File: src/rtl/mux_fwd_hold.sv
// Purpose: N-input EX-stage operand-forwarding mux with stall hold, flush, shadow capture/replay, bad-select detection.
// Latency: 1 cycle from select/data sampled at an edge to o_Salida/o_Valid after that edge.
// Backpressure: i_Stall freezes the output register; forwarded values seen during a stall are replayed on release.
module mux_fwd_hold #(
    parameter int BUS_SIZE   = 32,
    parameter int N_INPUTS   = 4,
    localparam int SEL_W     = (N_INPUTS > 1) ? $clog2(N_INPUTS) : 1
) (
    input  logic                         i_Clock,
    input  logic                         i_Reset,
    input  logic [SEL_W-1:0]             i_Control,
    input  logic [N_INPUTS*BUS_SIZE-1:0] i_Inputs,
    input  logic                         i_Valid,
    input  logic                         i_Stall,
    input  logic                         i_Flush,
    output logic [BUS_SIZE-1:0]          o_Salida,
    output logic                         o_Valid,
    output logic                         o_Captured,
    output logic                         o_SelError,
    output logic [7:0]                   o_SelErrCount
);

    // Channel count widened by one bit so "select >= N_INPUTS" is representable
    // even when N_INPUTS is an exact power of two (the compare is then never true).
    localparam logic [SEL_W:0] N_SEL = N_INPUTS[SEL_W:0];

    typedef enum logic {
        ST_RUN  = 1'b0,
        ST_HOLD = 1'b1
    } state_t;

    // ------------------------------------------------------------------
    // Channel unpacking and select decode
    // ------------------------------------------------------------------
    logic [BUS_SIZE-1:0] ch [N_INPUTS];

    for (genvar k = 0; k < N_INPUTS; k++) begin : g_unpack
        assign ch[k] = i_Inputs[k*BUS_SIZE +: BUS_SIZE];
    end

    logic                sel_in_range;
    logic                sel_fwd;        // in range and names a forwarded channel
    logic                sel_bad;        // meaningful select that names no channel
    logic                capture_hit;    // forwarded value worth keeping in the shadow
    logic [BUS_SIZE-1:0] sel_dat;

    assign sel_in_range = ({1'b0, i_Control} < N_SEL);
    assign sel_fwd      = sel_in_range && (i_Control != '0);
    assign sel_bad      = i_Valid && !sel_in_range;
    assign capture_hit  = i_Valid && sel_fwd;

    // Out-of-range selects fall back to the register-file channel.
    always_comb begin
        sel_dat = ch[0];
        for (int k = 1; k < N_INPUTS; k++) begin
            if (i_Control == k[SEL_W-1:0]) begin
                sel_dat = ch[k];
            end
        end
    end

    // ------------------------------------------------------------------
    // Output stage, shadow register and RUN/HOLD control
    // ------------------------------------------------------------------
    state_t              state_q;
    logic [BUS_SIZE-1:0] salida_q;
    logic                valid_q;
    logic                captured_q;
    logic [BUS_SIZE-1:0] shadow_q;
    logic                shadow_vld_q;

    // Release-edge value: a live forward beats the shadow, the shadow beats channel 0.
    logic [BUS_SIZE-1:0] release_d;
    logic                release_cap_d;

    always_comb begin
        release_d     = ch[0];
        release_cap_d = 1'b0;
        if (sel_fwd) begin
            release_d = sel_dat;
        end else if (shadow_vld_q) begin
            release_d     = shadow_q;
            release_cap_d = 1'b1;
        end
    end

    // Priority reset > flush > stall > normal update; single FSM register block.
    always_ff @(posedge i_Clock) begin
        if (i_Reset) begin
            state_q      <= ST_RUN;
            salida_q     <= '0;
            valid_q      <= 1'b0;
            captured_q   <= 1'b0;
            shadow_q     <= '0;
            shadow_vld_q <= 1'b0;
        end else if (i_Flush) begin
            // Bubble: clear the stage and forget any pending replay.
            state_q      <= ST_RUN;
            salida_q     <= '0;
            valid_q      <= 1'b0;
            captured_q   <= 1'b0;
            shadow_vld_q <= 1'b0;
        end else begin
            case (state_q)
                ST_RUN: begin
                    captured_q <= 1'b0;
                    if (i_Stall) begin
                        // Entering a stall: start with an empty shadow, then
                        // catch a forward present in this very cycle.
                        state_q <= ST_HOLD;
                        if (capture_hit) begin
                            shadow_q     <= sel_dat;
                            shadow_vld_q <= 1'b1;
                        end else begin
                            shadow_vld_q <= 1'b0;
                        end
                    end else begin
                        salida_q <= sel_dat;
                        valid_q  <= i_Valid;
                    end
                end
                ST_HOLD: begin
                    if (i_Stall) begin
                        // Outputs frozen; the most recent forward seen wins.
                        captured_q <= 1'b0;
                        if (capture_hit) begin
                            shadow_q     <= sel_dat;
                            shadow_vld_q <= 1'b1;
                        end
                    end else begin
                        state_q      <= ST_RUN;
                        salida_q     <= release_d;
                        valid_q      <= i_Valid;
                        captured_q   <= release_cap_d;
                        shadow_vld_q <= 1'b0;
                    end
                end
                default: begin
                    state_q      <= ST_RUN;
                    captured_q   <= 1'b0;
                    shadow_vld_q <= 1'b0;
                end
            endcase
        end
    end

    // ------------------------------------------------------------------
    // Bad-select monitor: sticky flag plus saturating count, unaffected
    // by stall or flush so software sees every occurrence.
    // ------------------------------------------------------------------
    logic       sel_err_q;
    logic [7:0] sel_cnt_q;

    // Sticky error flag and saturating error counter.
    always_ff @(posedge i_Clock) begin
        if (i_Reset) begin
            sel_err_q <= 1'b0;
            sel_cnt_q <= '0;
        end else if (sel_bad) begin
            sel_err_q <= 1'b1;
            if (sel_cnt_q != 8'hFF) begin
                sel_cnt_q <= sel_cnt_q + 8'd1;
            end
        end
    end

    assign o_Salida      = salida_q;
    assign o_Valid       = valid_q;
    assign o_Captured    = captured_q;
    assign o_SelError    = sel_err_q;
    assign o_SelErrCount = sel_cnt_q;

endmodule

File: config.mk
export PLATFORM = sky130hd
export DESIGN_NAME = mux_fwd_hold
export DESIGN_NICKNAME = d
export VERILOG_FILES = /design/src/rtl/mux_fwd_hold.sv
export SDC_FILE = /design/constraint.sdc
export NUM_CORES = 1
export LEC_CHECK = 0
export ABC_AREA = 1
export BUFFER_PORTS_ARGS = -buffer_cell sky130_fd_sc_hd__buf_4
export CELL_PAD_IN_SITES_DETAIL_PLACEMENT = 1
export CELL_PAD_IN_SITES_GLOBAL_PLACEMENT = 1
export CORE_MARGIN = 5
export CORE_UTILIZATION = 32
export CTS_CLUSTER_DIAMETER = 200
export CTS_CLUSTER_SIZE = 14
export DETAILED_ROUTE_END_ITERATION = 12
export PLACE_DENSITY = 0.81
export SLEW_MARGIN = 20
export SYNTH_ARGS = -nofsm -noshare
export SYNTH_HDL_FRONTEND = slang
export SYNTH_SLANG_ARGS = --single-unit
File: constraint.sdc
create_clock -name i_Clock -period 1.7 [get_ports i_Clock]
set_clock_uncertainty 0.2 [all_clocks]
set_input_delay 0.34 -clock i_Clock [delete_from_list [all_inputs] [get_ports i_Clock]]
set_output_delay 0.34 -clock i_Clock [all_outputs]
set_load 0.005 [all_outputs]
### Word level (Yosys, flattened, before mapping)

Index checks and enable logic that the tools add are counted.
W data, S select, Z words.

* register bits after elaboration: 68
* output and inout port bits: 43
* logic and storage cells: 42

* reduce and logical (&&, ||, !) cells: 6
* bitwise gates (word level): 2
* multiplexer cells: 21
* equality and inequality tests: 7

Operators by type and width (count)
* $mux W32: 9
* $pmux W32 S2: 1
* $mux W1: 9
* $ne A2 B2 Y1 const B: 3
* $eq A2 B2 Y1 const B: 2
* $pmux W1 S2: 2
* $reduce_and A2 Y1: 2
* $ne A3 B3 Y1 const B: 1
* $reduce_and A3 Y1: 1
* $eq A2 B1 Y1 const B: 1
* $not A1 Y1: 2
* $reduce_bool A2 Y1: 1
* $reduce_or A2 Y1: 1
* $logic_and A1 B1 Y1: 1

### Longest topological paths before layout

Gate-level depths: netlist (run 1).

* depth in word-level cells: 7
* mapped depth: 9
* depth with buffers taken out: 8

### Worst setup path after synthesis (run 1)

Ideal clock, no wire load.

* path kind: input -> register
* from: in i_Control[1]
* to: reg salida_q[10] (netlist: o_Salida[10])
* buffers on the path: 2
* required time: 1.388 ns
* arrival time: 1.122 ns
* library setup time: 0.112 ns
* path slack: 0.266 ns
* stages: 8
* cell sequence: nor2_2 > nand2_1 > buf_2 > buf_4 > nor2_1 > nor2_1 > nand2_1 > nand2_1

* cells in the longest elaborated chain, start to end: 7
* elaborated cells on any way between the ends: 11
* those cells by class: 3 x eq/ne; 7 x mux; 1 x reduce/logical

Ends and longest elaborated chain
* from (decl): line 11 `input logic [SEL_W-1:0] i_Control,`
* $eq A2 B1 Y1: line 56 `if (i_Control == k[SEL_W-1:0]) begin`
* $mux W32 (3 in a row): line 56
* $mux W32: line 79 `if (sel_fwd) begin`
* $mux W32: line 123 `if (i_Stall) begin`
* $pmux W32 S2 (*): line 104 `case (state_q)`
* to (signal assigned): line 118 `salida_q <= sel_dat;`
* to (signal assigned): line 132 `salida_q <= release_d;`
* to (decl): line 66 `logic [BUS_SIZE-1:0] salida_q;`

Every way passes the cells marked *; elsewhere a longest branch is shown, timed or not. The select of a mux whose other input is x is not followed.
A chain may end at the register's enable or synchronous reset.

### Worst setup path in the final report (run 1)

* from: reg salida_q[29] (netlist: o_Salida[29])
* to: out o_Salida[29]

RTL lines
* to (decl): line 16 `output logic [BUS_SIZE-1:0] o_Salida,`

No word-level cell between the ends.

==> results of run 1 <==
==> worst min-delay path: stages <==
cell and delay (ps):
buf_4 110, nand2_1 60, a21oi_1 60
==> metrics by stage <==
step / setup WS (ps) / hold slack [ps] / std cells
detailed placement: 22.5 / 242 / 1152
floorplan: 266 / 246 / 832
CTS: 315 / 65.5 / 1167
global placement: 111 / 237 / 1152
global route: 246 / 73.9 / 1167
finish: 340 / 78.6 / 1167
==> area by class of cell <==
type                            instances  area (um^2)
Clock buffer                           13          260
Clock inverter                          2         10.0
Fill cell                            1944         7500
Inverter                              104          390
Multi-Input combinational cell        603         2480
Sequential cell                        68         1360
Tap cell                              180          225
Timing Repair Buffer                  197         1590
==> cells by family (layout without fill, tap and decap cells) <==
group / count (synthesis) / after routing / share of synthesized area
simple gates: 558 / 558 / 0.501
buf+inv: 161 / 316 / 0.156
flops: 68 / 68 / 0.302
compound gates: 36 / 36 / 0.0405
other cells: 1 / 9 / 0.000832
==> metal layers <==
metal	GRT usage	routed length [um]
met3	0.0544	1110
met5	0	0
met2	0.348	8040
met4	0.0525	260
met1	0.258	7680
==> how the worst min path moves through the flow <==
stage / cells after the start / to / slack, ps
2_1_floorplan: 2 / o_Salida[27]$_SDFFE_PP0P_ / 250
3_3_place_gp: 2 / o_Salida[3]$_SDFFE_PP0P_ / 240
3_5_place_dp: 2 / o_Salida[11]$_SDFFE_PP0P_ / 240
4_1_cts: 3 / shadow_vld_q$_SDFFE_PP0P_ / 70
5_1_grt: 3 / shadow_vld_q$_SDFFE_PP0P_ / 70
6_report: 3 / shadow_vld_q$_SDFFE_PP0P_ / 80
==> power breakdown <==
| group | switching (W) | internal, W | total [W] |
|---|---|---|---|
| Combinational | 0.000489 | 0.000459 | 0.000948 |
| Sequential | 0.0000375 | 0.00166 | 0.00170 |
| Clock | 0.000701 | 0.00105 | 0.00176 |
==> cell usage in the layout (no fill, tap or decap) <==
cell type	instances
a21boi_0	1
inv_2	4
dfxtp_1	67
clkbuf_8	2
nor2_2	1
conb_1	9
nand3_1	125
nand2_1	292
nor3b_1	1
buf_4	188
buf_12	9
o21ai_0	34
clkbuf_16	9
nand2_2	1
nor2_4	1
dfxtp_2	1
a21oi_1	1
clkbuf_1	2
inv_1	99
clkinv_2	2
nor2_1	137
clkinv_1	1
==> sequential cells by signal (all words and copies together) (netlist names) <==
register      count
o_Salida         32
shadow_q         32
o_Captured        1
o_Valid           1
shadow_vld_q      1
state_q           1
==> out/results.txt, run 1 <==
Each instance of the synthesized netlist takes up on average 5.47 um^2. Yosys warning count: 0. The run gives 6050 um^2 as the standard cell area after detailed placement. The final design utilization was 0.457; the power density relative to cell area was 697 nW/um^2.

Total number of clock tree sinks: 68. For this run, the leading register cell type out of synthesis is dfxtp_1. Wire length reported by the detailed router: 17100 um. Counting instances in the post-synthesis netlist gives the leading cell types as 293 x nand2_1, 137 x nor2_1, 125 x nand3_1. The tools report the initial antenna violation count as 0. The iteration count of the initial detailed-routing pass is 4.

Worst hold path class: input port to register. In the post-synthesis netlist, the biggest area contributors are dfxtp_1 30%, nand2_1 24%, nand3_1 14%, nor2_1 11%, inv_1 8.2%. The number of synthesized flops with an enable pin was 0; the highest fanout seen on the critical path was 2. After the last flow step, the layout net total stands at 1118. Count of mapped cells out of synthesis: 824. STA classifies the critical path endpoint as an output port.

The clock-pin slew of the registers on the worst-case setup and hold paths is 50 ps. Relative to the synthesized area, the layout overhead comes to 40.2%. In this run the remaining antenna-violating nets after routing total 0. The die covers 16600 um^2.

The tools report the number of DRC violations after detailed routing as 0. On the critical path the largest part of the delay comes from flip-flops. The tools report the critical hold path startpoint as i_Stall. The tools report the number of antenna cells inserted as 0.

The run gives 0 as the total count of max-transition violations in the final report. The hold violation count in the final report is 0, and the overall die width is 129 um. The synthesized netlist contains 18 unique library cells. The count of buffering cells on the critical path with inverters included was 1; the total track usage was 0.205.

Counting flops and latches in the post-synthesis netlist gives 68. The run gives 43 as the floorplan row count. By startpoint and endpoint, the worst setup path is classified as register to output port. The area fraction of the dominant cell type after synthesis works out to 0.302.

Adding up every negative setup slack in the final design gives 0 ps. Async set or reset register ratio after synthesis: 0. In this design, the stage delay of the slowest critical-path cell is 360 ps. The run finished with clean final reports.

By instance count, the leading cell after synthesis is nand2_1. Detailed-placement wirelength estimate: 12500 um. TritonCTS built the clock tree.

After the first detailed-routing iteration, the DRC count stood at 236. The maximum ir drop on the vdd rail was 0.000455 V; the total power was 0.00441 W. Number of global-route vias before repair: 5451. The clock tree synthesis step divided the H-tree into 3 levels. Terminus of the critical flop-to-flop path: o_Salida[7]$_SDFFE_PP0P_. Setup violations remaining at the end of the flow were counted as 0.

The critical path goes through buf_4. The initial core utilization is 0.326, and the time the worst path needs with I/O delays and setup is 1360 ps. The tools report the critical register-to-register path startpoint as shadow_vld_q$_SDFFE_PP0P_. The core box area was 13800 um^2; the total vias in the final route was 5466. For this design, the slowest cell found on the critical path is dfxtp_1. The tools report the global-route congestion overflow total as 0.

The clock tree root buffer cell was clkbuf_16. At the later pin of the worst-skew pair, clock insertion delay measures 340 ps. The tools report the critical path capture point as o_Salida[29]. The largest total area in the synthesized netlist belongs to dfxtp_1.

Setup repair after global routing left no endpoint under its margin. The maximum buffer depth of the clock tree came out at 2. After detailed routing, the number of vias per cell comes to 4.68. The number of buffers added by the clock tree synthesis step is 9, and the routed wire length per instance is 14.6 um. The floorplan step set the die height to 129 um. The number of cells on the worst reg-to-reg path is 6. The total of buffers placed on input and output ports is 168. Entering global routing, the biggest net connects 48 pins. The fraction of layout instances using a drive strength above 1 came out at 0.221.

The cell area that synthesis handed to floorplanning was 4510 um^2. Pin placement for this block handled 178 I/O pins. After routing the design area is 6320 um^2. The portion of the post-synthesis area used by sequential elements was 0.302; the endpoint required time on the critical path was 1160 ps. In this run the worst setup path begins at o_Salida[29]$_SDFFE_PP0P_. In this run, post-CTS hold repair placed 0 buffers. The share of the clock period used by the worst path works out to 0.800.

The run gives 0 as the total of cells resized after clock tree synthesis. Cell leakage power: 3.54 nW. After clock tree synthesis, the setup repair step added 0 buffers. The max-capacitance violation count was 0.

The last weighted congestion value of the routability-driven placer was 0.775. Static timing analysis puts the maximum clock frequency at 0.735 GHz. Startpoint type of the worst setup path: a register. The depth of the critical timing path with buffers and inverters included is 1.

Data arrives at the worst endpoint at 820 ps. The first global-routing pass estimated 27200 um of wire. In this run the register-to-register setup slack is 360 ps.
Note: power is estimated with default switching activity, not from simulation.
==> run 2, diff against run 1 <==
--- a/config.mk
+++ b/config.mk
@@ -10,11 +10,11 @@
 export CELL_PAD_IN_SITES_DETAIL_PLACEMENT = 1
 export CELL_PAD_IN_SITES_GLOBAL_PLACEMENT = 1
 export CORE_MARGIN = 5
-export CORE_UTILIZATION = 32
+export CORE_UTILIZATION = 29
 export CTS_CLUSTER_DIAMETER = 200
 export CTS_CLUSTER_SIZE = 14
 export DETAILED_ROUTE_END_ITERATION = 12
-export PLACE_DENSITY = 0.81
+export PLACE_DENSITY = 0.77
 export SLEW_MARGIN = 20
 export SYNTH_ARGS = -nofsm -noshare
 export SYNTH_HDL_FRONTEND = slang
==> constraint.sdc (replaced) <==
create_clock -name i_Clock -period 1.2 [get_ports i_Clock]
set_clock_uncertainty 0.2 [all_clocks]
set_input_delay 0.24 -clock i_Clock [delete_from_list [all_inputs] [get_ports i_Clock]]
set_output_delay 0.24 -clock i_Clock [all_outputs]
set_load 0.005 [all_outputs]
==> out/results.txt, run 2 (same netlist as run 1, synthesis figures left out) <==
The fmax is 0.772 GHz. The initial core utilization came out at 0.297 (-0.0295). The residual antenna-violating net count after detailed routing is 0 (unchanged).

The number of primary I/O pins was 178 (unchanged). The worst setup path is captured at a register. The terminus of the critical flop-to-flop path was o_Salida[22]$_SDFFE_PP0P_. The total of buffers placed on input and output ports was 168 (unchanged). The time the worst path needs with I/O delays and setup is 1300 ps, and the global-route wire length before repair is 29400 um (+8.1%). The count of placed standard cells including taps is 1165 (+1.1%), and the register-to-register setup slack is -100 ps (-460 ps).

The power density relative to cell area came out at 913 nW/um^2 (+31%). The tightest min-delay check is of the input port to register type. The setup total negative slack is -1620 ps (-1620 ps). Among cell families on the critical path, the largest total delay comes from flip-flops.

The worst hold path terminates at shadow_vld_q$_SDFFE_PP0P_. Setup repair after global routing could not meet its margin everywhere. The hold violation count in the final report is 1 (+1).

The critical path is of the register to register type. The run gives 316 (+34%) as the initial DRC count. The cell leakage power is 3.96 nW (+12%), and the H-tree depth is 3 (unchanged). The startpoint type of the worst setup path is a register.

The largest stage delay on the critical path works out to 360 ps (about the same). For this design, the slowest cell found on the critical path is dfxtp_4. The tools report the max-capacitance violation count as 0 (unchanged).

Post-synthesis to final-layout area growth: 63.7%. The count of buffering cells on the critical path with inverters included is 2 (+1). The total vias in the final route came out at 5723 (+4.7%).

TritonCTS built the clock tree. The critical register-to-register path startpoint is state_q$_SDFF_PP0_. Number of global-route vias before repair: 5743 (+5.4%). The number of setup violations in the final report is 63 (+63), and the endpoint required time on the critical path is 1230 ps (+70 ps).

Overall die width: 135 um (+4.6%). The total count of max-transition violations in the final report is 0 (unchanged), and the die area is 18100 um^2 (+9.5%). The final net count was 1143 (+2.2%); the total track usage was 0.203 (-0.00214). The routed wire length per instance came out at 16.8 um (+15%).

Most common library cell in the layout ignoring fill and taps: nand2_1. The worst hold slack after final layout was -1.81 ps (-80.4 ps). The library cells used most frequently in the layout, excluding fill and tap cells, are 284 x nand2_1, 153 x buf_4, 109 x nand3_1. The maximum ir drop on the vdd rail was 0.000627 V (+38%). The global-route congestion overflow total is 0 (unchanged), and the number of antenna cells inserted is 0 (unchanged). The highest fanout seen on the critical path is 7 (+5). The flow ran to the end, but the final reports show violations. In this run the most critical hold path is launched from i_Reset. Core box area: 15200 um^2 (+9.9%). The final reports fail on negative hold slack, negative setup slack. The maximum buffer depth of the clock tree is 2 (unchanged), and the number of buffers added by the clock tree synthesis step is 9 (unchanged).

The number of cells traversed by the worst hold path is 4 (+1), and the share of the clock period used by the worst path is 1.08. The run gives 0 (unchanged) as the number of DRC violations after detailed routing. Fraction of layout instances using a drive strength above 1: 0.344 (+0.123).

The worst-case reg-to-reg path depth is 6 (unchanged), and the last weighted congestion value of the routability-driven placer is 0.803 (+3.7%). The floorplan row count came out at 45 (+4.7%). For the setup slack of the critical path after layout, the log shows -95.2 ps (-436 ps).

The data arrival at the endpoint of the critical path was 1320 ps (+500 ps); the detailed-placement wirelength estimate was 13000 um (+3.7%). Total number of clock tree sinks: 68 (unchanged). The run gives 0 (unchanged) as the initial antenna violation count. The tools report the clock tree root buffer cell as clkbuf_16.

The wire length reported by the detailed router was 20100 um (+18%); the clock-pin slew of the registers on the worst-case setup and hold paths was 60 ps (about the same). The iteration count of the initial detailed-routing pass was 4 (unchanged). The run gives 340 ps (about the same) as the clock latency on the worst-skew pair. The pin count of the biggest net entering global routing was 33 (-31%).

The floorplan die height works out to 135 um (+4.6%). The run gives 1199 (+2.7%) as the final instance count without filler cells. The vias per cell came out at 4.77 (+1.9%).

Traced cell by cell, the critical path runs through nand2_8 -> buf_12 -> clkbuf_16 -> nand3_2 -> nand2_2 -> nand2_1.
==> run 2: changes by cell type in the layout (fill, tap and decap cells not counted), moves of 22 or more <==
cell	delta
buf_4	-35
buf_6	+39
dfxtp_1	-35
dfxtp_2	+33
nor2_1	-43
nor2_4	+22
==> run 2: worst min-delay path, cell delays in order <==
cell and delay, ps:
buf_4 90, nor2_2 50, inv_2 70, a21oi_1 40
==> run 2: through the flow <==
stage / instance area, um^2 / total power (W) / util / worst slack, ps
3_3_place_gp: 6190 / 0.00383 / 0.407 / -270
3_5_place_dp: 6190 / 0.00385 / 0.407 / -305
2_1_floorplan: 4670 / 0.00318 / - / -35.7
4_1_cts: 6840 / 0.00656 / 0.450 / -77.5
5_1_grt: 7380 / 0.00706 / 0.486 / -171
6_report: 7380 / 0.00674 / 0.486 / -95.2
==> run 2: timing repair <==
| item | in CTS | in global routing |
|---|---|---|
| resized for setup | 87 | 115 |
| endpoints found under the hold margin | 1 | 0 |
| pin swaps | 4 | 26 |
| gates cloned | 4 | 8 |
| setup buffers | 5 | 3 |
| setup endpoints to repair | 67 | 100 |
| hold buffers | 1 | 0 |
==> run 2: how the worst max path moves through the flow <==
stage / startpoint / to / slack, ps / cells after the start
finish: state_q$_SDFF_PP0_ / o_Salida[22]$_SDFFE_PP0P_ / -100 / 6
detailed placement: i_Control[0] / shadow_q[25]$_SDFFE_PP0P_ / -300 / 10
global route: shadow_vld_q$_SDFFE_PP0P_ / o_Salida[29]$_SDFFE_PP0P_ / -170 / 7
CTS: state_q$_SDFF_PP0_ / o_Salida[17]$_SDFFE_PP0P_ / -80 / 6
floorplan: i_Stall / shadow_q[22]$_SDFFE_PP0P_ / -40 / 9
global placement: i_Control[1] / o_Salida[8]$_SDFFE_PP0P_ / -270 / 10
==> run 2: final cells by class <==
| class | count | area, um^2 |
|---|---|---|
| inverter | 104 | 405 |
| clock inverter | 3 | 40.0 |
| sequential | 68 | 1410 |
| multi-input combinational | 603 | 2840 |
| timing repair inverter | 1 | 8.76 |
| timing repair buffer | 221 | 2210 |
| fill | 2009 | 7820 |
| tap | 188 | 235 |
| clock buffer | 11 | 233 |
==> run 2: routing by layer <==
| metal | up-vias | track usage | routed length [um] | share of wire |
|---|---|---|---|---|
| li1 | 2854 | - | - | - |
| met2 | 167 | 0.356 | 9930 | 0.49 |
| met5 | - | 0 | 0 | 0 |
| met1 | 2672 | 0.249 | 8780 | 0.44 |
| met4 | 0 | 0.0673 | 415 | 0.021 |
| met3 | 30 | 0.0391 | 990 | 0.049 |
==> run 2: power by group <==
group          internal (W)  switching (W)  total, W  leakage, nW
Sequential          0.00236      0.0000858   0.00245        0.571
Combinational      0.000832       0.000809   0.00164         3.26
Clock               0.00158        0.00106   0.00264        0.135
Total               0.00478        0.00196   0.00674         3.96
==> run 3, diff against run 2 <==
--- a/config.mk
+++ b/config.mk
@@ -7,6 +7,7 @@
 export LEC_CHECK = 0
 export ABC_AREA = 1
 export BUFFER_PORTS_ARGS = -buffer_cell sky130_fd_sc_hd__buf_4
+export CAP_MARGIN = 20
 export CELL_PAD_IN_SITES_DETAIL_PLACEMENT = 1
 export CELL_PAD_IN_SITES_GLOBAL_PLACEMENT = 1
 export CORE_MARGIN = 5
@@ -14,6 +15,7 @@
 export CTS_CLUSTER_DIAMETER = 200
 export CTS_CLUSTER_SIZE = 14
 export DETAILED_ROUTE_END_ITERATION = 12
+export MAX_ROUTING_LAYER = met4
 export PLACE_DENSITY = 0.77
 export SLEW_MARGIN = 20
 export SYNTH_ARGS = -nofsm -noshare
==> out/results.txt, run 3 (same netlist as run 1, synthesis figures left out) <==
The tools report the sequential power share as 0.364 (about the same). Start-to-end type of the worst setup path: register to register. The total count of max-transition violations in the final report was 0 (unchanged); the worst-case setup slack after placement was -305 ps (unchanged).

STA classifies the critical path endpoint as a register. The run gives 0 (unchanged) as the number of DRC violations after detailed routing. The maximum buffer depth of the clock tree came out at 2 (unchanged).

The overall die width came out at 135 um (unchanged). The time the worst path needs with I/O delays and setup is 1290 ps (-0.525 ps), and the power density relative to cell area is 913 nW/um^2 (about the same). The share of the clock period used by the worst path was 1.08 (about the same).

The tools report the data arrival at the endpoint of the critical path as 1320 ps (about the same). Leaving out fill and tap cells, the most frequent cell in the layout is nand2_1. The number of buffers added by the clock tree synthesis step is 9 (unchanged), and the fraction of layout instances using a drive strength above 1 is 0.343 (-0.000989). The logs give 0 (unchanged) for the residual antenna-violating net count after detailed routing and 18100 um^2 (unchanged) for the die area.

The tools report the initial DRC count as 331 (+4.7%). For the hold violation count in the final report, the log shows 1 (unchanged). The tools report the setup slack of the critical path after layout as -94.7 ps (+0.525 ps). The standard cell area after detailed placement was 6190 um^2 (unchanged). The flow ran to the end, but the final reports show violations. Total of buffers placed on input and output ports: 168 (unchanged).

Clock tree root buffer cell: clkbuf_16. The number of primary I/O pins is 178 (unchanged), and the total track usage is 0.209 (+0.00595). The tools report the last weighted congestion value of the routability-driven placer as 0.815 (+1.4%).

The count of placed standard cells including taps was 1165 (unchanged). The cell leakage power came out at 3.96 nW (about the same). Final instance count without filler cells: 1199 (unchanged). The power share of the combinational group is 0.243 (about the same).

Startpoint type of the worst setup path: a register. The fmax was 0.772 GHz (about the same). Leaving out fill and tap cells, the most frequent cells in the layout are 284 x nand2_1, 153 x buf_4, 109 x nand3_1. The number of antenna cells inserted is 0 (unchanged), and the number of setup violations in the final report is 66 (+4.8%). For the register area, the log shows 1410 um^2 (unchanged). Worst-path cell with the longest stage delay: dfxtp_4. The worst hold path class is input port to register. The tools report the post-layout instance area as 7380 um^2 (about the same).

The count of buffering cells on the critical path with inverters included came out at 2 (unchanged). The highest fanout seen on the critical path was 7 (unchanged); the endpoint required time on the critical path was 1230 ps (about the same). The worst hold slack after final layout is -3.94 ps (-2.12 ps), and the floorplan die height is 135 um (unchanged). For the combined area of the multi-input logic cells, the log shows 2830 um^2 (about the same). The run gives 5733 (+0.17%) as the total vias in the final route. The number of global-route vias before repair is 5753 (+0.17%). The run gives 0 (unchanged) as the max-capacitance violation count. The register-to-register setup slack is -90 ps (about the same). The final reports fail on negative hold slack, negative setup slack. The final net count is 1143 (unchanged), and the maximum ir drop on the vdd rail is 0.000631 V (+0.58%).

The clock-pin slew of the registers on the worst-case setup and hold paths is 60 ps (about the same), and the global-route congestion overflow total is 0 (unchanged). The family with the most delay on the worst path is flip-flops. The critical path goes through nand2_8 -> buf_12 -> clkbuf_16 -> nand3_2 -> nand2_2 -> nand2_1. The vias per cell works out to 4.78 (+0.17%). The tools report the core box area as 15200 um^2 (unchanged). The floorplan row count is 45 (unchanged), and the initial antenna violation count is 0 (unchanged). The detailed-placement wirelength estimate is 13000 um (unchanged).

The run gives 0.00196 W (+0.12%) as the net switching power of the design. The routed wire length per instance came out at 16.8 um (about the same). The internal power contribution was 0.00478 W (about the same); the switching share of power was 0.291 (about the same).

TritonCTS built the clock tree. The global-route wire length before repair was 29400 um (about the same); the largest stage delay on the critical path was 360 ps (about the same). Total number of clock tree sinks: 68 (unchanged). The fill cell instance count of the final layout was 2009 (unchanged); the post-synthesis to final-layout area growth was 63.6% (about the same).

The power share of the clock group is 0.393 (about the same). The tools report the wire length reported by the detailed router as 20100 um (about the same). The initial core utilization came out at 0.297 (unchanged). Setup repair after global routing could not meet its margin everywhere.

The logs give 3 (unchanged) for the H-tree depth and 4 (unchanged) for the iteration count of the initial detailed-routing pass. The logs give 340 ps (about the same) for the clock latency on the worst-skew pair and 0.485 (about the same) for the final design utilization. The tools report the pin count of the biggest net entering global routing as 33 (unchanged).
[run 3: worst paths after layout]
path,cells after the start,start,to
max,6,state_q$_SDFF_PP0_,o_Salida[22]$_SDFFE_PP0P_
min,4,i_Reset,shadow_vld_q$_SDFFE_PP0P_
max reg2reg,6,state_q$_SDFF_PP0_,o_Salida[22]$_SDFFE_PP0P_
min reg2reg,2,o_Salida[3]$_SDFFE_PP0P_,o_Salida[3]$_SDFFE_PP0P_
[run 3: final cells by class]
cell class              instances  share of cell area
clock buffers                  11              0.0315
clock inverters                 3             0.00543
inverters                     104              0.0549
multi-input cells             603               0.384
flip-flops and latches         68               0.191
well taps                     188              0.0319
repair buffers                221               0.300
repair inverters                1             0.00119
[run 3: stage by stage]
| stage | power [W] | TNS, ps |
|---|---|---|
| after global routing | 0.00708 | -5950 |
| after floorplan | 0.00318 | -1760 |
| after CTS | 0.00656 | -2070 |
| final | 0.00674 | -1680 |
| after global placement | 0.00383 | -14650 |
| after detailed placement | 0.00385 | -17150 |
[run 3: repair_timing]
| action | CTS | global route |
|---|---|---|
| hold buffers | 1 | 0 |
| setup buffers | 5 | 3 |
| resized for setup | 87 | 114 |
| endpoints found under the hold margin | 1 | 0 |
| pin swaps | 4 | 26 |
| setup endpoints to repair | 67 | 100 |
| gates cloned | 4 | 8 |
[run 3: per-layer routing]
metal | share of wire | vias up | GRT usage
met1 | 0.44 | 2688 | 0.252
li1 | - | 2854 | -
met3 | 0.051 | 27 | 0.0343
met4 | 0.018 | 0 | 0.0673
met2 | 0.49 | 164 | 0.356
met5 | 0 | - | -
[run 3: power groups by stage]
stage | logic, W | registers (W) | clock network [W]
after detailed placement | 0.00139 | 0.00246 | 0
after global placement | 0.00138 | 0.00246 | 0
after floorplan | 0.000726 | 0.00245 | 0
after global routing | 0.00180 | 0.00246 | 0.00282
final | 0.00164 | 0.00245 | 0.00265
after CTS | 0.00147 | 0.00243 | 0.00267
[run 3: worst register-to-register path, stage by stage (launching register included)]
cell and delay (ps):
dfxtp_4 360, nand2_8 130, buf_12 130, clkbuf_16 160
nand3_2 80, nand2_2 70, nand2_1 50
